==> src/rtl/core_pkg.sv <==
// Shared core definitions: hazard FSM state encoding and the MUL/DIV
// occupancy defaults that the mul/div unit also uses.
package core_pkg;

  typedef enum logic {
    IDLE    = 1'b0,
    MD_BUSY = 1'b1
  } hz_state_t;

  localparam int MUL_CYCLES_DEF = 4;
  localparam int DIV_CYCLES_DEF = 33;

endpackage

==> src/rtl/hazard_unit.sv <==
// Pipeline hazard/stall controller: load-use, multicycle MUL/DIV, memory wait
// and taken-branch handling, plus a saturating stall-cycle counter.
//
// state   | meaning
// IDLE    | no multicycle op in flight; a MUL/DIV entering EX stalls this cycle
// MD_BUSY | MUL/DIV occupying EX; cnt counts down to its final cycle
module hazard_unit
  import core_pkg::*;
#(
  parameter int MUL_CYCLES = MUL_CYCLES_DEF,
  parameter int DIV_CYCLES = DIV_CYCLES_DEF,
  parameter int CNT_W      = 6,
  parameter int STALL_W    = 32
) (
  input  logic        clk,
  input  logic        rst_n,
  input  logic [4:0]  rs1Addr_id,
  input  logic [4:0]  rs2Addr_id,
  input  logic        rs1Used_id,
  input  logic        rs2Used_id,
  input  logic        MemRead_ex,
  input  logic [4:0]  rdAddr_ex,
  input  logic        MulDivStart_ex,
  input  logic        MulDivIsDiv_ex,
  input  logic        BranchTaken_ex,
  input  logic        MemAccess_mem,
  input  logic        MemReady,
  output logic        PCWrite,
  output logic        IFIDWrite,
  output logic        IDEXWrite,
  output logic        EXMEMWrite,
  output logic        MEMWBWrite,
  output logic        IFIDFlush,
  output logic        IDEXFlush,
  output logic        EXMEMFlush,
  output logic        MEMWBFlush,
  output logic        MulDivDone,
  output logic        Busy,
  output logic [31:0] StallCount
);

  localparam logic [CNT_W-1:0] MUL_LOAD = CNT_W'(MUL_CYCLES - 2);
  localparam logic [CNT_W-1:0] DIV_LOAD = CNT_W'(DIV_CYCLES - 2);

  hz_state_t          state_q;
  logic [CNT_W-1:0]   cnt_q;
  logic [STALL_W-1:0] stall_cnt_q;
  logic [STALL_W-1:0] stall_cnt_d;

  logic memwait;
  logic md_stall;
  logic load_use;
  logic cnt_zero;

  function automatic logic load_use_hit(
    input logic       mem_read,
    input logic [4:0] rd,
    input logic [4:0] rs1,
    input logic       rs1_used,
    input logic [4:0] rs2,
    input logic       rs2_used
  );
    return mem_read && (rd != 5'd0) &&
           ((rs1_used && (rs1 == rd)) || (rs2_used && (rs2 == rd)));
  endfunction

  assign cnt_zero = (cnt_q == '0);
  assign memwait  = MemAccess_mem && !MemReady;
  assign md_stall = ((state_q == IDLE) && MulDivStart_ex) ||
                    ((state_q == MD_BUSY) && !cnt_zero);
  assign load_use = load_use_hit(MemRead_ex, rdAddr_ex, rs1Addr_id, rs1Used_id,
                                 rs2Addr_id, rs2Used_id);

  // Branch sits above load-use: the dependent ID instruction is wrong-path.
  always_comb begin
    PCWrite    = 1'b1;
    IFIDWrite  = 1'b1;
    IDEXWrite  = 1'b1;
    EXMEMWrite = 1'b1;
    MEMWBWrite = 1'b1;
    IFIDFlush  = 1'b0;
    IDEXFlush  = 1'b0;
    EXMEMFlush = 1'b0;
    MEMWBFlush = 1'b0;
    if (memwait) begin
      PCWrite    = 1'b0;
      IFIDWrite  = 1'b0;
      IDEXWrite  = 1'b0;
      EXMEMWrite = 1'b0;
      MEMWBWrite = 1'b0;
      MEMWBFlush = 1'b1;
    end else if (md_stall) begin
      PCWrite    = 1'b0;
      IFIDWrite  = 1'b0;
      IDEXWrite  = 1'b0;
      EXMEMFlush = 1'b1;
    end else if (BranchTaken_ex) begin
      IFIDFlush  = 1'b1;
      IDEXFlush  = 1'b1;
    end else if (load_use) begin
      PCWrite    = 1'b0;
      IFIDWrite  = 1'b0;
      IDEXFlush  = 1'b1;
    end
  end

  assign MulDivDone = (state_q == MD_BUSY) && cnt_zero && !memwait;
  assign Busy       = (state_q == MD_BUSY);

  // The countdown keeps running under memwait; only the final release waits.
  always_ff @(posedge clk or negedge rst_n) begin
    if (!rst_n) begin
      state_q <= IDLE;
      cnt_q   <= '0;
    end else begin
      case (state_q)
        IDLE: begin
          if (MulDivStart_ex && !memwait) begin
            state_q <= MD_BUSY;
            cnt_q   <= MulDivIsDiv_ex ? DIV_LOAD : MUL_LOAD;
          end
        end
        MD_BUSY: begin
          if (!cnt_zero) begin
            cnt_q <= cnt_q - CNT_W'(1);
          end else if (!memwait) begin
            state_q <= IDLE;
          end
        end
        default: begin
          state_q <= IDLE;
          cnt_q   <= '0;
        end
      endcase
    end
  end

  always_comb begin
    stall_cnt_d = stall_cnt_q;
    if (!PCWrite && (stall_cnt_q != '1)) begin
      stall_cnt_d = stall_cnt_q + STALL_W'(1);
    end
  end

  always_ff @(posedge clk or negedge rst_n) begin
    if (!rst_n) begin
      stall_cnt_q <= '0;
    end else begin
      stall_cnt_q <= stall_cnt_d;
    end
  end

  assign StallCount = 32'(stall_cnt_q);

endmodule

==> config.mk <==
export PLATFORM = sky130hd
export DESIGN_NAME = hazard_unit
export DESIGN_NICKNAME = d
export VERILOG_FILES = /design/src/rtl/core_pkg.sv /design/src/rtl/hazard_unit.sv
export SDC_FILE = /design/constraint.sdc
export NUM_CORES = 1
export LEC_CHECK = 0
export ABC_AREA = 1
export BUFFER_PORTS_ARGS = -buffer_cell sky130_fd_sc_hd__buf_4
export CAP_MARGIN = 20
export CORE_ASPECT_RATIO = 1.75
export CORE_MARGIN = 5
export CORE_UTILIZATION = 30
export DETAILED_ROUTE_END_ITERATION = 8
export PLACE_DENSITY = 0.54
export SKIP_CTS_REPAIR_TIMING = 1
export SLEW_MARGIN = 20
export SYNTH_ARGS = -nofsm -noshare
export SYNTH_HDL_FRONTEND = slang
export SYNTH_SLANG_ARGS = --single-unit
==> constraint.sdc <==
create_clock -name clk -period 1.6 [get_ports clk]
set_input_delay 0.24 -clock clk [delete_from_list [all_inputs] [get_ports clk]]
set_output_delay 0.24 -clock clk [all_outputs]
set_load 0.02 [all_outputs]
==> results of run 1 <==
## sequential cells by signal (all words and copies together) (netlist names)
name and flops:
cnt_q 6, StallCount 32, Busy 1
## area by class of cell
type	instances	area share
Clock buffer	5	0.0274
Clock inverter	3	0.0148
Inverter	36	0.0307
Multi-Input combinational cell	368	0.397
Sequential cell	39	0.214
Tap cell	122	0.0334
Timing Repair Buffer	158	0.283
## per-layer routing
| metal | wire length [um] | vias up | global-route usage |
|---|---|---|---|
| met4 | 364 | 0 | 0.0759 |
| met1 | 3750 | 1554 | 0.175 |
| li1 | - | 1758 | - |
| met3 | 503 | 23 | 0.0341 |
| met2 | 5500 | 105 | 0.323 |
| met5 | 0 | - | 0 |
## path summary, 6_finish.rpt
check	start	endpoint	slack, ns	depth (start not counted)
min in group asynchronous	rst_n	StallCount[1]$_DFFE_PN0P_	0.47	2
max reg2reg	cnt_q[1]$_DFFE_PN0P_	StallCount[7]$_DFFE_PN0P_	-0.30	13
min	MulDivIsDiv_ex	cnt_q[2]$_DFFE_PN0P_	0.32	3
max in group asynchronous	rst_n	StallCount[0]$_DFFE_PN0P_	0.74	2
max	cnt_q[1]$_DFFE_PN0P_	IFIDWrite	-0.43	10
min reg2reg	StallCount[1]$_DFFE_PN0P_	StallCount[1]$_DFFE_PN0P_	0.56	2
## report_power, final
group          switching, W  internal, W  total [W]
clock              0.000439     0.000894    0.00133
sequential         0.000162      0.00118    0.00134
combinational       0.00147      0.00143    0.00290
total               0.00207      0.00350    0.00557
## cell families (layout without fill, tap and decap cells)
| kind of cell | Yosys count | in the layout |
|---|---|---|
| AOI/OAI and AO/OA | 14 | 14 |
| buffers and inverters | 50 | 202 |
| and+or+nand+nor | 335 | 335 |
| adders and majority gates | 3 | 3 |
| xor gates and xnor gates | 16 | 16 |
| DFF | 39 | 39 |
## per-stage QoR
step	cell area, um2	hold slack (ns)	setup slack (ns)	utilization	cells
final	4570	0.324	-0.430	0.483	731
after CTS	4360	-0.0423	-0.491	0.461	718
after global routing	4570	0.353	-0.533	0.483	731
after floorplan	3000	-0.0556	-0.215	-	457
after detailed placement	4170	0.266	-0.175	0.441	710
after global placement	4170	0.256	-0.138	0.441	710
## cells in the final DEF, fill, tap and decap left out, types with 3 or more instances in the layout
cell type	Yosys	routed
a31oi_1	5	5
buf_12	0	4
buf_4	2	142
buf_6	3	10
clkbuf_16	0	6
dfrtp_1	39	37
inv_1	35	32
nand2_1	201	199
nand3_1	4	4
nand3b_1	14	14
nand4_1	34	34
nor2_1	69	65
nor2_2	3	5
nor2_4	1	3
o21ai_0	4	4
xnor2_1	5	5
xor2_1	11	11
## tightest hold or removal path, delay by kind of cell
| kind | cells | cell delay [ns] |
|---|---|---|
| simple gates | 1 | 0.13 |
| buf+inv | 1 | 0.10 |
| compound gates | 1 | 0.10 |
==> flow_metrics.env, run 1 <==
export IMPL_async_flop_share=1.00
export IMPL_synth_nets=485
export IMPL_synth_compound_area_frac=0.0275
export IMPL_setup_slack_ns=-0.430
export IMPL_avgSynthCellArea_um2=6.37
export IMPL_cts_tree="done"
export IMPL_synthAdderAreaFrac=0.0129
export IMPL_hpwl_um=8010
export IMPL_hold_class="primary input to flip-flop"
export IMPL_finalSetupTns_ns=-9.18
export IMPL_cts_buffers=5
export IMPL_synthTopCellsByCount="nand2_1 (201), nor2_1 (69), dfrtp_1 (39), inv_1 (35), nand4_1 (34)"
export IMPL_criticalPathCategory="flip-flop to primary output"
export IMPL_core_um2=9470
export IMPL_num_rows=47
export IMPL_clk_latency_ns=0.29
export IMPL_grt_setup_unrepaired="yes"
export IMPL_antenna_found_initial=0
export IMPL_initial_core_util=0.307
export IMPL_synth_distinct_cells=26
export IMPL_port_buffers=67
export IMPL_violations="setup timing"
export IMPL_drt_pass1_iterations=4
export IMPL_max_slew_worst_pin_slew_ns=0.539
export IMPL_yosysSeqAreaShare=0.335
export IMPL_synth_seq_cells=39
export IMPL_synth_xor_area_frac=0.0482
export IMPL_post_drt_via_cell_ratio=4.71
export IMPL_fin_nets=636
export IMPL_wl_per_cell_um=13.8
export IMPL_fin_crit_sh=1.27
export IMPL_finalSetupViolations=39
export IMPL_leakage_nw=2.38
export IMPL_grtUsageTotal=0.170
export IMPL_synth_edf_count=0
export IMPL_die_y_um=140
export IMPL_synth_cells=457
export IMPL_drt_initial_drc_count=149
export IMPL_min_period_ns=2.03
export IMPL_crit_chain="inv_2, ha_4, nand4_1, nand2_1, nand2_2, nor2_4, buf_12, nand2_8, nand2_8, buf_6"
export IMPL_cap_violations=0
export IMPL_worstPathArrival_ns=1.79
export IMPL_synth_most_common_cell="nand2_1"
export IMPL_skew_ns=0.00812
export IMPL_ir_drop_v=0.000839
export IMPL_synth_ff_type="dfrtp_1"
export IMPL_drt_wl_total_um=10100
export IMPL_h_tree_depth=2
export IMPL_place_gp_congestion=0.947
export IMPL_multi_input_area_um2=1810
export IMPL_grt_pass1_vias=3400
export IMPL_crit_path_max_fanout=10
export IMPL_drive_gt1_frac=0.314
export IMPL_yosys_warnings=0
export IMPL_syn2layout_area_growth_pct=57.1
export IMPL_synth_top_family_by_area="simple AND/OR/NAND/NOR gates"
export IMPL_status="finished, violations left"
export IMPL_crit_path_max_incr_delay_ns=0.39
export IMPL_synth_top_area_frac=0.335
export IMPL_num_vias=3440
export IMPL_clock_sinks=39
export IMPL_cp_required_ns=1.36
export IMPL_die_width_um=84.5
export IMPL_grt_overflow=0
export IMPL_max_slew_margin_rel=0.641
export IMPL_dieArea_um2=11800
export IMPL_grt_pass1_wl_um=16300
export IMPL_cts_buffer_depth=2
export IMPL_seq_area_um2=978
export IMPL_critical_path_top_delay_family="simple AND/OR/NAND/NOR gates"
export IMPL_postRouteAntennaNets=0
export IMPL_timing_critical_path_slowest_stage_cell="dfrtp_1"
export IMPL_diodes=0
export IMPL_fillers=952
export IMPL_worst_setup_path_start_kind="flip-flop"
export IMPL_synth_area_top_cells="dfrtp_1 (34%), nand2_1 (26%), nor2_1 (8.9%), nand4_1 (7.3%), inv_1 (4.5%)"
export IMPL_synthesis_area_um2=2910
export IMPL_clkSlewWorstSetupHoldPaths_ns=0.06
export IMPL_finalHoldViolCount=0
export IMPL_crit_path_frequent_cell="nand2_8"
export IMPL_cp_end_kind="primary output"
export IMPL_max_freq_mhz=493
export IMPL_finalPower_w=0.00557
export IMPL_synthSimpleGateAreaFrac=0.498
export IMPL_root_buffer="clkbuf_16"
export IMPL_pin_count=68
export IMPL_synth_mux_area_frac=0
export IMPL_grt_max_degree=40
export IMPL_yosys_area_top_type="dfrtp_1"
export IMPL_critPathBufInv=3
export IMPL_drv_slew=0
export IMPL_power_density_nw_per_um2=1220
export IMPL_drcViolationCount=0
Power figures use the tool's default switching activity.
==> run 2, diff against run 1 <==
--- a/config.mk
+++ b/config.mk
@@ -13,7 +13,6 @@
 export CORE_UTILIZATION = 30
 export DETAILED_ROUTE_END_ITERATION = 8
 export PLACE_DENSITY = 0.54
-export SKIP_CTS_REPAIR_TIMING = 1
 export SLEW_MARGIN = 20
 export SYNTH_ARGS = -nofsm -noshare
 export SYNTH_HDL_FRONTEND = slang
==> run 2 against run 1 <==
The flow still finishes with violations (setup timing). Power up 8.2%. Die area unchanged. Maximum frequency rose by 2.3%. Non-clock buffer count is 3 higher.
==> flow_metrics.env, run 2 (synthesis results as in run 1) <==
export IMPL_finalHoldViolCount=0
export IMPL_worstPathArrival_ns=1.74
export IMPL_drive_gt1_frac=0.372
export IMPL_die_y_um=140
export IMPL_cts_buffers=5
export IMPL_reg2reg_to="StallCount[12]$_DFFE_PN0P_"
export IMPL_fin_crit_sh=1.24
export IMPL_most_common_layout_cells="nand2_1 (171), buf_4 (136), nor2_1 (63)"
export IMPL_finalSetupViolations=39
export IMPL_criticalPathCategory="flip-flop to primary output"
export IMPL_status="finished, violations left"
export IMPL_crit_path_max_incr_delay_ns=0.39
export IMPL_seqPwrFrac=0.222
export IMPL_holdPathStages=3
export IMPL_num_rows=47
export IMPL_wl_per_cell_um=14.5
export IMPL_cp_required_ns=1.36
export IMPL_cts_buffer_depth=2
export IMPL_grt_max_degree=40
export IMPL_grt_setup_unrepaired="yes"
export IMPL_grtUsageTotal=0.180
export IMPL_min_period_ns=1.98
export IMPL_crit_path_frequent_cell="buf_4"
export IMPL_max_slew_worst_pin_slew_ns=0.541
export IMPL_p_sw_frac=0.383
export IMPL_drt_initial_drc_count=159
export IMPL_r2r_start="cnt_q[0]$_DFFE_PN0P_"
export IMPL_initial_core_util=0.307
export IMPL_power_switching_w=0.00231
export IMPL_clock_sinks=39
export IMPL_skew_ns=0.00958
export IMPL_drt_wl_total_um=10700
export IMPL_whs_ns=0.348
export IMPL_stdcell_area_um2=4780
export IMPL_critical_path_top_delay_family="buffers and inverters"
export IMPL_place_area_um2=4170
export IMPL_core_um2=9470
export IMPL_setup_slack_ns=-0.384
export IMPL_root_buffer="clkbuf_16"
export IMPL_worst_setup_path_start_kind="flip-flop"
export IMPL_pwr_share_clk=0.221
export IMPL_syn2layout_area_growth_pct=64.4
export IMPL_ff2ff_setup_slack_ns=-0.35
export IMPL_crit_chain="inv_2, ha_4, nand4_1, nand2_1, nand2_2, buf_4, o31ai_2, buf_4"
export IMPL_die_width_um=84.5
export IMPL_grt_overflow=0
export IMPL_ir_drop_v=0.000907
export IMPL_layout_commonest_cell="nand2_1"
export IMPL_leakage_nw=2.51
export IMPL_postRouteAntennaNets=0
export IMPL_drv_slew=0
export IMPL_num_vias=3552
export IMPL_cts_tree="done"
export IMPL_cp_end_kind="primary output"
export IMPL_cap_violations=0
export IMPL_p_int_w=0.00372
export IMPL_cp_startpoint="cnt_q[0]$_DFFE_PN0P_"
export IMPL_max_freq_mhz=504
export IMPL_hold_class="primary input to flip-flop"
export IMPL_max_slew_margin_rel=0.640
export IMPL_drt_pass1_iterations=4
export IMPL_fin_nets=640
export IMPL_combPwrFrac=0.557
export IMPL_utilization=0.505
export IMPL_drcViolationCount=0
export IMPL_clk_latency_ns=0.29
export IMPL_h_tree_depth=2
export IMPL_cp_depth=8
export IMPL_crit_path_max_fanout=2
export IMPL_place_gp_congestion=0.947
export IMPL_critPathBufInv=3
export IMPL_finalSetupTns_ns=-11.83
export IMPL_holdPathEnd="cnt_q[4]$_DFFE_PN0P_"
export IMPL_hpwl_um=8010
export IMPL_port_buffers=67
export IMPL_largest_reg_flops=32
export IMPL_grt_pass1_wl_um=17100
export IMPL_ff2ff_path_depth=13
export IMPL_diodes=0
export IMPL_min_from="MulDivIsDiv_ex"
export IMPL_pre_cts_ws_ns=-0.175
export IMPL_grt_pass1_vias=3545
export IMPL_timing_critical_path_slowest_stage_cell="dfrtp_1"
export IMPL_violations="setup timing"
export IMPL_dieArea_um2=11800
export IMPL_antenna_found_initial=0
export IMPL_pin_count=68
export IMPL_power_density_nw_per_um2=1260
export IMPL_clkSlewWorstSetupHoldPaths_ns=0.07
export IMPL_post_drt_via_cell_ratio=4.83
-- run 2: worst max path at each step --
stage,end
2_1_floorplan,PCWrite
6_report,IDEXFlush
3_5_place_dp,IFIDWrite
4_1_cts,IDEXFlush
5_1_grt,IDEXFlush
3_3_place_gp,IFIDWrite
-- run 2: final cells by class --
cell class | count | area, um2
clock buffer | 5 | 125
clock inverter | 3 | 67.6
fill | 940 | 4680
inverter | 36 | 143
multi-input combinational | 368 | 1930
sequential | 39 | 978
tap | 122 | 153
timing repair buffer | 161 | 1380
timing repair inverter | 1 | 6.26
-- run 2: what timing repair did --
| item | 4_1_cts | 5_1_grt |
|---|---|---|
| setup endpoints to repair | 44 | 45 |
| hold buffers | 1 | 0 |
| pin swaps | 30 | 20 |
| cloned | 3 | 2 |
| setup buffers | 11 | 7 |
| endpoints found under the hold margin | 39 | 0 |
| gates resized for setup | 29 | 56 |
-- run 2: through the flow --
| stage | total power, W | std cells |
|---|---|---|
| after floorplan | 0.00276 | 457 |
| after global placement | 0.00381 | 710 |
| after detailed placement | 0.00385 | 710 |
| after CTS | 0.00581 | 733 |
| after global routing | 0.00637 | 735 |
| final | 0.00603 | 735 |
-- run 2: worst min-delay path, delay by kind of cell --
family / cells / cell delay (ns)
AOI/OAI and AO/OA: 1 / 0.11
buffers and inverters: 1 / 0.10
and+or+nand+nor: 1 / 0.15
-- run 2: metal layers --
metal / up-vias / global-route usage / wire [um]
met4: 0 / 0.0826 / 410
met5: - / 0 / 0
met1: 1643 / 0.181 / 3780
met3: 31 / 0.0353 / 547
li1: 1766 / - / -
met2: 112 / 0.346 / 5940
-- run 2: power groups by stage --
stage	logic, W	registers, W	clock network, W
6_report	0.00336	0.00134	0.00133
5_1_grt	0.00361	0.00137	0.00138
4_1_cts	0.00312	0.00133	0.00135
3_5_place_dp	0.00250	0.00135	0
3_3_place_gp	0.00246	0.00134	0
2_1_floorplan	0.00127	0.00149	0
==> run 3, diff against run 2 <==
--- a/config.mk
+++ b/config.mk
@@ -13,6 +13,7 @@
 export CORE_UTILIZATION = 30
 export DETAILED_ROUTE_END_ITERATION = 8
 export PLACE_DENSITY = 0.54
+export REMOVE_ABC_BUFFERS = 1
 export SLEW_MARGIN = 20
 export SYNTH_ARGS = -nofsm -noshare
 export SYNTH_HDL_FRONTEND = slang
==> run 3 against run 2 <==
The flow still finishes with violations (setup timing). Clock skew down 0.0012 ns. Routed wire length down 6.0%. Register-to-register slack better by 0.13 ns. Worst hold slack worse by 0.023 ns. Sequential share of layout area up 1.4 points. Count of clock-buffer cells in the layout up 1. Core utilization down 3.4 points. Flip-flop and latch count unchanged. Worst setup slack better by 0.044 ns. Non-clock buffer count down 19. Combinational power down 11%. Critical endpoint is now IFIDFlush.
==> flow_metrics.env, run 3 (synthesis results as in run 1) <==
export IMPL_status="finished, violations left"
export IMPL_violations="setup timing"
export IMPL_place_area_um2=4010
export IMPL_clock_sinks=39
export IMPL_grt_setup_unrepaired="yes"
export IMPL_port_buffers=67
export IMPL_max_slew_worst_pin_slew_ns=0.553
export IMPL_grt_pass1_wl_um=16100
export IMPL_antenna_found_initial=0
export IMPL_finalHoldViolCount=0
export IMPL_cp_required_ns=1.36
export IMPL_worst_setup_path_start_kind="flip-flop"
export IMPL_drive_gt1_frac=0.304
export IMPL_power_density_nw_per_um2=1190
export IMPL_cts_buffer_depth=2
export IMPL_initial_core_util=0.307
export IMPL_die_y_um=140
export IMPL_grt_pass1_vias=3342
export IMPL_most_common_layout_cells="nand2_1 (197), buf_4 (122), nor2_1 (65)"
export IMPL_dieArea_um2=11800
export IMPL_p_sw_frac=0.395
export IMPL_p_int_w=0.00320
export IMPL_max_freq_mhz=515
export IMPL_pre_cts_ws_ns=-0.156
export IMPL_leakage_nw=2.31
export IMPL_drt_initial_drc_count=124
export IMPL_combPwrFrac=0.562
export IMPL_drt_pass1_iterations=4
export IMPL_clk_latency_ns=0.29
export IMPL_crit_path_max_fanout=5
export IMPL_stdcell_area_um2=4460
export IMPL_drcViolationCount=0
export IMPL_largest_reg_flops=32
export IMPL_core_um2=9470
export IMPL_cts_tree="done"
export IMPL_diodes=0
export IMPL_skew_ns=0.00842
export IMPL_fin_crit_sh=1.21
export IMPL_syn2layout_area_growth_pct=53.2
export IMPL_ir_drop_v=0.000801
export IMPL_grt_max_degree=40
export IMPL_max_slew_margin_rel=0.631
export IMPL_placedCellCount=696
export IMPL_pwr_share_clk=0.192
export IMPL_finalSetupViolations=44
export IMPL_num_rows=47
export IMPL_layout_commonest_cell="nand2_1"
export IMPL_min_period_ns=1.94
export IMPL_pin_count=68
export IMPL_hold_class="primary input to flip-flop"
export IMPL_criticalPathCategory="flip-flop to primary output"
export IMPL_instances_no_fill=715
export IMPL_worstPathArrival_ns=1.70
export IMPL_fin_nets=621
export IMPL_drv_slew=0
export IMPL_die_width_um=84.5
export IMPL_multi_input_area_um2=1840
export IMPL_num_vias=3378
export IMPL_whs_ns=0.325
export IMPL_cts_buffers=5
export IMPL_cp_end_kind="primary output"
export IMPL_grtUsageTotal=0.171
export IMPL_seq_area_um2=976
export IMPL_power_switching_w=0.00209
export IMPL_setup_slack_ns=-0.341
export IMPL_root_buffer="clkbuf_16"
export IMPL_wl_per_cell_um=14.0
export IMPL_hpwl_um=7450
export IMPL_drt_wl_total_um=10000
export IMPL_place_gp_congestion=0.883
export IMPL_fillers=978
export IMPL_post_drt_via_cell_ratio=4.72
export IMPL_h_tree_depth=2
export IMPL_postRouteAntennaNets=0
export IMPL_clkSlewWorstSetupHoldPaths_ns=0.06
export IMPL_grt_overflow=0
export IMPL_cap_violations=0
export IMPL_seqPwrFrac=0.245
-- run 3: cell types whose count changed in the layout (fill, tap and decap cells not counted), sizes merged --
| cell | previous run | this run |
|---|---|---|
| buf | 159 | 141 |
| bufinv | 2 | 0 |
| clkinv | 1 | 3 |
| clkinvlp | 1 | 0 |
| inv | 36 | 35 |
-- run 3: area by class of cell --
cell class,instances,share of cell area
Clock buffer,6,0.0311
Multi-Input combinational cell,368,0.412
Sequential cell,39,0.219
Clock inverter,1,0.00112
Timing Repair inverter,1,0.00140
Timing Repair Buffer,142,0.269
Tap cell,122,0.0342
Inverter,36,0.0325
-- run 3: path summary, 6_finish.rpt --
path / startpoint / end / slack, ns / cells past startpoint
hold reg to reg: StallCount[4]$_DFFE_PN0P_ / StallCount[4]$_DFFE_PN0P_ / 0.53 / 2
hold / removal: MulDivIsDiv_ex / cnt_q[4]$_DFFE_PN0P_ / 0.32 / 3
max in group asynchronous: rst_n / StallCount[12]$_DFFE_PN0P_ / 0.73 / 2
setup reg to reg: cnt_q[1]$_DFFE_PN0P_ / StallCount[18]$_DFFE_PN0P_ / -0.22 / 13
setup / recovery: cnt_q[1]$_DFFE_PN0P_ / IFIDFlush / -0.34 / 10
min in group asynchronous: rst_n / StallCount[10]$_DFFE_PN0P_ / 0.49 / 2
-- run 3: critical path: stages, from the launching register on --
cell	delay, ns
dfrtp_1	0.38
inv_2	0.08
ha_4	0.12
nand4_1	0.14
nand2_2	0.11
nand2_2	0.07
nor2_4	0.12
nand2_4	0.11
buf_12	0.15
clkinv_4	0.03
buf_6	0.10
-- run 3: power groups by stage --
stage	Sequential (W)	Clock (W)	Combinational, W
3_5_place_dp	0.00131	0	0.00239
6_report	0.00130	0.00102	0.00298
2_1_floorplan	0.00146	0	0.00101
4_1_cts	0.00130	0.00104	0.00294
5_1_grt	0.00132	0.00108	0.00322
3_3_place_gp	0.00131	0	0.00236
-- run 3: metal layers --
metal,vias to the layer above,routed length [um],GRT usage
met3,13,630,0.0358
met4,0,272,0.0626
li1,1728,-,-
met1,1533,3660,0.177
met5,-,0,0
met2,104,5480,0.330
-- run 3: timing repair --
item,in CTS,in global routing
endpoints found under the setup margin,44,46
pin swaps,15,8
gates cloned,2,0
hold buffers,1,0
gates resized for setup,44,12
hold endpoints to repair,39,0
setup buffers,13,0
-- run 3: stage by stage --
stage	setup TNS, ns	total power [W]	utilization
floorplan	-25.53	0.00247	-
global placement	-3.47	0.00367	0.423
detailed placement	-3.91	0.00370	0.423
CTS	-10.02	0.00528	0.467
global route	-13.35	0.00562	0.471
finish	-8.90	0.00529	0.471
